## config.mk

```make
export PLATFORM = sky130hd
export DESIGN_NAME = cbx_config_frame_loader
export DESIGN_NICKNAME = d
export VERILOG_FILES = /design/src/rtl/cfg_loader_defs_pkg.sv /design/src/rtl/cfg_addr_sequencer.sv /design/src/rtl/cbx_config_frame_loader.sv
export SDC_FILE = /design/constraint.sdc
export NUM_CORES = 1
export LEC_CHECK = 0
export ABC_AREA = 1
export CORE_MARGIN = 3
export CORE_UTILIZATION = 30
export DETAILED_ROUTE_END_ITERATION = 16
export GPL_TIMING_DRIVEN = 1
export PLACE_DENSITY_LB_ADDON = 0.15
export SLEW_MARGIN = 20
export SYNTH_ARGS = -nofsm -noshare
export SYNTH_HDL_FRONTEND = slang
export SYNTH_SLANG_ARGS = --single-unit
```

## constraint.sdc

```tcl
create_clock -name prog_clk -period 1.6 [get_ports prog_clk]
set_input_delay 0.32 -clock prog_clk [delete_from_list [all_inputs] [get_ports prog_clk]]
set_output_delay 0.32 -clock prog_clk [all_outputs]
set_load 0.005 [all_outputs]
```

## src/rtl/cfg_loader_defs_pkg.sv

```systemverilog
// ---------------------------------------------------------------------------
// cfg_loader_defs
//   Shared definitions for the connection-block configuration frame loader:
//   the loader FSM state encoding, the width of one memory-size field, the
//   default tile geometry (six mux memories) and a constant ceil-log2 helper
//   used to work out how many in-memory address bits each memory needs.
//
//   No ports (package).
// ---------------------------------------------------------------------------
package cfg_loader_defs;

  // Loader FSM states, in the order a single bit walks through them.
  typedef enum logic [2:0] {
    ST_IDLE,
    ST_LOAD,
    ST_SETUP,
    ST_STROBE,
    ST_FINISH
  } loader_state_t;

  // Each memory size is packed into a field of this many bits.
  localparam int SIZE_W = 3;

  // Default tile: six mux memories, memory 0 in the leftmost field.
  localparam int DEFAULT_NUM_MEMS = 6;
  localparam logic [DEFAULT_NUM_MEMS*SIZE_W-1:0] DEFAULT_MEM_SIZES =
    {3'd6, 3'd2, 3'd6, 3'd6, 3'd2, 3'd2};

  // Smallest w with 2**w >= value; only ever evaluated on constants.
  function automatic int ceil_log2(input int value);
    int w;
    w = 0;
    for (int i = 0; i < 31; i++) begin
      if ((1 << i) < value) begin
        w = i + 1;
      end
    end
    return w;
  endfunction

endpackage

```

## src/rtl/cfg_addr_sequencer.sv

```systemverilog
// ---------------------------------------------------------------------------
// cfg_addr_sequencer
//   Walks every SRAM bit of every mux memory in decoder order and formats the
//   frame address for the bit currently being written.
//
//   Ports:
//     i_clk       programming clock
//     i_rst       asynchronous active-high reset
//     i_clear     restart the walk at memory 0, bit 0
//     i_advance   move to the next bit (stays put after the very last bit)
//     o_lastBit   current bit is the last one of the current memory
//     o_lastMem   current memory is the last memory of the tile
//     o_address   [0:LOCAL_ADDR_W-1] in-memory bit index (MSB-first, left
//                 justified), [LOCAL_ADDR_W:] memory index (MSB-first)
// ---------------------------------------------------------------------------
module cfg_addr_sequencer
  import cfg_loader_defs::*;
#(
  parameter int NUM_MEMS     = DEFAULT_NUM_MEMS,
  parameter int MEM_ADDR_W   = 3,
  parameter int LOCAL_ADDR_W = 3,
  parameter logic [NUM_MEMS*SIZE_W-1:0] MEM_SIZES = DEFAULT_MEM_SIZES
) (
  input  logic i_clk,
  input  logic i_rst,
  input  logic i_clear,
  input  logic i_advance,
  output logic o_lastBit,
  output logic o_lastMem,
  output logic [0:LOCAL_ADDR_W+MEM_ADDR_W-1] o_address
);

  logic [MEM_ADDR_W-1:0]   r_memIdx;
  logic [LOCAL_ADDR_W-1:0] r_bitIdx;
  logic [LOCAL_ADDR_W-1:0] w_lastBitIdx;
  logic [LOCAL_ADDR_W-1:0] w_localAddr;

  // Size of memory idx; memory 0 sits in the most significant field.
  function automatic int sizeOf(input int idx);
    return int'(MEM_SIZES[(NUM_MEMS-1-idx)*SIZE_W +: SIZE_W]);
  endfunction

  // Per-memory lookup of the last bit index and of the address formatting.
  // A memory of size S only uses the top ceil_log2(S) bits of the local
  // field, so the index is shifted up and the unused low bits stay zero.
  always_comb begin
    w_lastBitIdx = '0;
    w_localAddr  = '0;
    for (int i = 0; i < NUM_MEMS; i++) begin
      if (r_memIdx == MEM_ADDR_W'(i)) begin
        w_lastBitIdx = LOCAL_ADDR_W'(sizeOf(i) - 1);
        w_localAddr  = r_bitIdx << (LOCAL_ADDR_W - ceil_log2(sizeOf(i)));
      end
    end
  end

  assign o_lastBit = (r_bitIdx == w_lastBitIdx);
  assign o_lastMem = (r_memIdx == MEM_ADDR_W'(NUM_MEMS - 1));
  assign o_address = {w_localAddr, r_memIdx};

  // Counters: bit index runs within a memory, then rolls into the next
  // memory. After the final bit of the final memory both counters hold,
  // so neither can wrap past its limit.
  always_ff @(posedge i_clk or posedge i_rst) begin
    if (i_rst) begin
      r_memIdx <= '0;
      r_bitIdx <= '0;
    end else if (i_clear) begin
      r_memIdx <= '0;
      r_bitIdx <= '0;
    end else if (i_advance) begin
      if (!o_lastBit) begin
        r_bitIdx <= r_bitIdx + 1'b1;
      end else if (!o_lastMem) begin
        r_memIdx <= r_memIdx + 1'b1;
        r_bitIdx <= '0;
      end
    end
  end

endmodule

```

## src/rtl/cbx_config_frame_loader.sv

```systemverilog
// ---------------------------------------------------------------------------
// cbx_config_frame_loader
//   Configuration sequencer for a routing connection block. Accepts a serial
//   bitstream over a valid/ready handshake and issues one enable-strobed
//   frame write per SRAM bit, walking all mux memories in decoder order.
//   Each bit takes LOAD -> SETUP -> STROBE; done pulses after the last write.
//
//   Ports:
//     prog_clk   programming clock, all state on the rising edge
//     pReset     asynchronous active-high reset
//     start      single-cycle request to load a tile (ignored while busy)
//     bit_in     configuration bit
//     bit_valid  bit_in is valid
//     bit_ready  loader accepts bit_in this cycle
//     enable     decoder enable / write strobe (one cycle per bit)
//     address    [0:2] in-memory bit index, [3:5] memory index
//     data_in    bit being written
//     busy       load in progress
//     done       one-cycle pulse after the final write
// ---------------------------------------------------------------------------
module cbx_config_frame_loader
  import cfg_loader_defs::*;
#(
  parameter int NUM_MEMS     = DEFAULT_NUM_MEMS,
  parameter int MEM_ADDR_W   = 3,
  parameter int LOCAL_ADDR_W = 3,
  parameter logic [NUM_MEMS*SIZE_W-1:0] MEM_SIZES = DEFAULT_MEM_SIZES
) (
  input  logic prog_clk,
  input  logic pReset,
  input  logic start,
  input  logic bit_in,
  input  logic bit_valid,
  output logic bit_ready,
  output logic [0:0] enable,
  output logic [0:LOCAL_ADDR_W+MEM_ADDR_W-1] address,
  output logic [0:0] data_in,
  output logic busy,
  output logic done
);

  localparam int ADDR_W = LOCAL_ADDR_W + MEM_ADDR_W;

  // Reject geometries the decoder or the local address field cannot reach.
  if (NUM_MEMS < 1 || NUM_MEMS > (1 << MEM_ADDR_W)) begin : g_badNumMems
    $error("cbx_config_frame_loader: NUM_MEMS=%0d exceeds a %0d-bit decoder",
           NUM_MEMS, MEM_ADDR_W);
  end
  for (genvar g = 0; g < NUM_MEMS; g++) begin : g_sizeCheck
    localparam int MEM_SIZE = int'(MEM_SIZES[(NUM_MEMS-1-g)*SIZE_W +: SIZE_W]);
    if (MEM_SIZE < 1 || MEM_SIZE > (1 << LOCAL_ADDR_W)) begin : g_badSize
      $error("cbx_config_frame_loader: memory %0d size %0d out of range",
             g, MEM_SIZE);
    end
  end

  loader_state_t r_state;
  loader_state_t w_nextState;

  logic              w_accept;
  logic              w_clear;
  logic              w_advance;
  logic              w_lastBit;
  logic              w_lastMem;
  logic [0:ADDR_W-1] w_seqAddress;
  logic [0:ADDR_W-1] r_address;
  logic              r_data;

  assign w_accept  = (r_state == ST_LOAD) && bit_valid;
  assign w_clear   = (r_state == ST_IDLE) && start;
  assign w_advance = (r_state == ST_STROBE);

  cfg_addr_sequencer #(
    .NUM_MEMS     (NUM_MEMS),
    .MEM_ADDR_W   (MEM_ADDR_W),
    .LOCAL_ADDR_W (LOCAL_ADDR_W),
    .MEM_SIZES    (MEM_SIZES)
  ) u_seq (
    .i_clk     (prog_clk),
    .i_rst     (pReset),
    .i_clear   (w_clear),
    .i_advance (w_advance),
    .o_lastBit (w_lastBit),
    .o_lastMem (w_lastMem),
    .o_address (w_seqAddress)
  );

  // State register.
  always_ff @(posedge prog_clk or posedge pReset) begin
    if (pReset) begin
      r_state <= ST_IDLE;
    end else begin
      r_state <= w_nextState;
    end
  end

  // Next-state logic; start is only looked at in IDLE, which is what makes
  // a start during a load harmless.
  always_comb begin
    w_nextState = r_state;
    unique case (r_state)
      ST_IDLE:   if (start)     w_nextState = ST_LOAD;
      ST_LOAD:   if (bit_valid) w_nextState = ST_SETUP;
      ST_SETUP:  w_nextState = ST_STROBE;
      ST_STROBE: w_nextState = (w_lastBit && w_lastMem) ? ST_FINISH : ST_LOAD;
      ST_FINISH: w_nextState = ST_IDLE;
      default:   w_nextState = ST_IDLE;
    endcase
  end

  // Address and data are captured on the accepting LOAD edge, so they first
  // appear in SETUP and stay frozen through STROBE and beyond until the next
  // accepted bit. The sequencer has already advanced to this bit's position.
  always_ff @(posedge prog_clk or posedge pReset) begin
    if (pReset) begin
      r_address <= '0;
      r_data    <= 1'b0;
    end else if (w_accept) begin
      r_address <= w_seqAddress;
      r_data    <= bit_in;
    end
  end

  // Output decode; busy is already low in FINISH so it falls with done.
  always_comb begin
    bit_ready = 1'b0;
    enable    = 1'b0;
    busy      = 1'b0;
    done      = 1'b0;
    unique case (r_state)
      ST_LOAD: begin
        bit_ready = 1'b1;
        busy      = 1'b1;
      end
      ST_SETUP: begin
        busy = 1'b1;
      end
      ST_STROBE: begin
        enable = 1'b1;
        busy   = 1'b1;
      end
      ST_FINISH: begin
        done = 1'b1;
      end
      default: begin
        bit_ready = 1'b0;
      end
    endcase
  end

  assign address = r_address;
  assign data_in = r_data;

endmodule

```

==> flow_metrics.py <==
metrics = {
    "cts": {
        "clock_insertion_delay_worst_skew_ns": 0.29,
        "cts.sinks": 16,
        "max_root_sink_buffers": 2,
        "clock_tree.root_cell": "sky130_fd_sc_hd__clkbuf_4",
        "cts_max_level": 1,
        "tritoncts": "done",
        "clk_transition_reported_paths_ns": 0.09,
        "cts-buffers-inserted": 3,
    },
    "worst_setup_path": {
        "crit_type": "reg2out",
        "cp.arrival_ns": 1.22,
        "critical_path_required_ns": 1.28,
        "critPathCaptureType": "primary output",
        "cp-start-kind": "register",
        "cp_cell_sequence": "buf_4 -> nand3_2 -> inv_2 -> dlygate4sd2_1",
        "cp_max_fo": 3,
        "critical-path-max-stage-delay_ns": 0.43,
        "timing.critical_path.slowest_stage_cell": "sky130_fd_sc_hd__dfrtp_2",
    },
    "yosys": {
        "yosys_warnings": 0,
        "synth.ff_latch_count": 16,
        "synthesis.area_per_instance_um2": 8.29,
        "synth_top_area_cell": "sky130_fd_sc_hd__dfrtp_1",
        "synth_seq_area_share_pct": 39.9,
        "synth.distinct_cells": 24,
        "synth_fp_nets": 132,
        "area_share_of_the_largest_cell_type_after_synthesis_pct": 39.9,
        "synthesis.area_mm2": 0.00100,
        "synthCells": 121,
        "netlist_top_cells_area": "sky130_fd_sc_hd__dfrtp_1 (40%), sky130_fd_sc_hd__nand2_1 (11%), sky130_fd_sc_hd__ha_1 (7.5%), sky130_fd_sc_hd__inv_1 (6.0%), sky130_fd_sc_hd__nand3_1 (4.5%)",
    },
    "timing": {
        "max_slew_margin_pct": 77.0,
        "worst_hold_slack_ns": 0.162,
        "fmax_mhz": 647,
        "period_needed_ns": 1.54,
        "finalCritPeriodShare_pct": 96.5,
        "unrepaired_setup_endpoints_after_global_routing": "yes",
        "setup_total_negative_slack_ns": 0,
        "final_max_slew_violation_count": 0,
        "setup_viol_count_final": 0,
        "max_slew.worst_pin.slew_ns": 0.343,
        "final_hold_viol_count": 0,
        "clock_skew_ns": 0.00440,
    },
    "power": {
        "leakagePower_nw": 0.736,
        "power-per-cell-area_mw_per_mm2": 1780,
        "vdd_drop_max_uv": 416,
        "total_power_mw": 2.63,
    },
    "status": {
        "status": "completed",
    },
    "global_routing": {
        "grtUsageTotal_pct": 11.6,
        "grt_start_max_net_pins": 16,
        "antenna_found_initial": 0,
        "grt_pass1_vias": 847,
        "grt_remaining_overflow": 0,
        "first_pass_grt_wire_length_mm": 3.76,
    },
    "detailed_routing": {
        "detailroute.via_count": 884,
        "wl_mm": 2.25,
        "drcViolationCount": 0,
        "detail_route.vias_per_cell": 4.42,
        "avgRoutedWirePerCell_um": 11.3,
        "initialDrtViolationCount": 28,
        "ant_nets": 0,
        "detailedRoute.firstPassIterationCount": 4,
    },
    "finish": {
        "layout.cells.most_common_list": "sky130_fd_sc_hd__nand2_1 (24), sky130_fd_sc_hd__buf_4 (16), sky130_fd_sc_hd__dfrtp_1 (13)",
        "flow.area_growth_from_synthesis_pct": 47.0,
        "multi_input_comb_area_um2": 629,
        "design.final.nets": 169,
        "num_antenna_cells": 0,
        "filler_instances": 316,
        "area_occupied_by_registers_um2": 404,
        "drive_gt1_share_pct": 46.2,
        "mostFrequentLayoutCell": "sky130_fd_sc_hd__nand2_1",
    },
    "die": {
        "floorplan.core_area_mm2": 0.00313,
        "die-area_mm2": 0.00407,
        "start_util_pct": 32.1,
        "i_o_pins": 16,
        "placementRows": 20,
        "fp.dieW_um": 63.8,
        "die_h_um": 63.8,
    },
    "placement": {
        "hpwl_detailed_mm": 1.56,
        "place.port_buffers": 15,
        "gp_routability_congestion": 0.733,
    },
    "min_path": {
        "hp-class": "in2async",
    },
    "job": {
        "cap_violations": 0,
    },
}
-- final cells by class --
| type | count | area share (%) |
|---|---|---|
| tap | 44 | 3.73 |
| sequential | 16 | 27.4 |
| clock buffer | 3 | 1.53 |
| inverter | 22 | 5.60 |
| multi-input combinational | 82 | 42.7 |
| timing repair buffer | 33 | 19.1 |
-- report_power, final --
part	switching, mW	leakage, nW	internal (mW)
clock	0.131	0.0138	0.0875
sequential	0.144	0.206	0.560
combinational	0.890	0.516	0.818
-- routing by layer --
layer	wire length, um	up-vias	track usage, %
met2	1170	13	18.5
met4	21	0	4.04
li1	-	458	-
met3	68	4	2.81
met1	992	409	15.2
met5	0	-	0
-- flip-flops by register name (all words and copies together), names as in the netlist --
signal	count
u_seq.r_memIdx	3
data_in	1
address	6
r_state	3
u_seq.r_bitIdx	3
-- kinds of logic (layout without fill, tap and decap cells) --
group                      count (synthesis)  count (layout)  share of synthesized area [%]
adders and majority gates                  6               6                           7.48
and+or+nand+nor                           64              64                           34.5
buffers and inverters                     23              58                           9.35
DFF                                       16              16                           39.9
xor gates and xnor gates                   1               1                          0.873
AOI/OAI and AO/OA                         11              11                           7.85
-- repair_timing --
action	CTS	global route
pin swaps	2	8
endpoints found under the setup margin	7	9
setup buffers	4	5
hold buffers	0	0
gates resized for setup	17	30
-- synth_stat cells --
master	n
sky130_fd_sc_hd__nand2_1	29
sky130_fd_sc_hd__dfrtp_1	16
sky130_fd_sc_hd__inv_1	16
sky130_fd_sc_hd__nand3_1	9
sky130_fd_sc_hd__ha_1	6
sky130_fd_sc_hd__inv_2	6
sky130_fd_sc_hd__nand2_2	5
sky130_fd_sc_hd__nor2_1	5
sky130_fd_sc_hd__nand4_1	4
sky130_fd_sc_hd__nand3_2	3
sky130_fd_sc_hd__nor2_2	3
sky130_fd_sc_hd__o21ai_2	3
sky130_fd_sc_hd__a21oi_1	2
sky130_fd_sc_hd__nor2_4	2
sky130_fd_sc_hd__o21ai_1	2
sky130_fd_sc_hd__o31ai_1	2
sky130_fd_sc_hd__buf_6	1
sky130_fd_sc_hd__nand2_4	1
sky130_fd_sc_hd__nand4_2	1
sky130_fd_sc_hd__nor3_4	1
sky130_fd_sc_hd__o21ai_0	1
sky130_fd_sc_hd__o31ai_2	1
sky130_fd_sc_hd__or2_0	1
sky130_fd_sc_hd__xor2_1	1
-- worst max-delay path: cells and delay by family (launching register included) --
family | cells | cell delay (ns)
AND/OR/NAND/NOR | 1 | 0.08
buffers and inverters | 3 | 0.43
flip-flops | 1 | 0.43
-- per-stage QoR --
stage	area, um2	instances	utilization, %	setup slack [ns]
3_5_place_dp	1260	188	40.4	0.0194
4_1_cts	1330	195	42.5	0.00625
6_report	1480	200	47.2	0.0553
2_1_floorplan	1000	121	-	0.131
5_1_grt	1480	200	47.2	-0.0352
3_3_place_gp	1260	188	40.4	0.0301
-- worst paths after layout --
check	start	end	slack, ns	cells after the start
setup / recovery	r_state[1]	enable	0.06	4
hold / removal	pReset	data_in	0.16	2
setup reg to reg	u_seq.r_memIdx[0]	u_seq.r_memIdx[0]	0.07	9
hold reg to reg	data_in	data_in	0.48	2
max in group asynchronous	pReset	r_state[2]	1.05	3
min in group prog_clk	data_in	data_in	0.48	2
No activity file was read; power rests on OpenSTA's default activity.
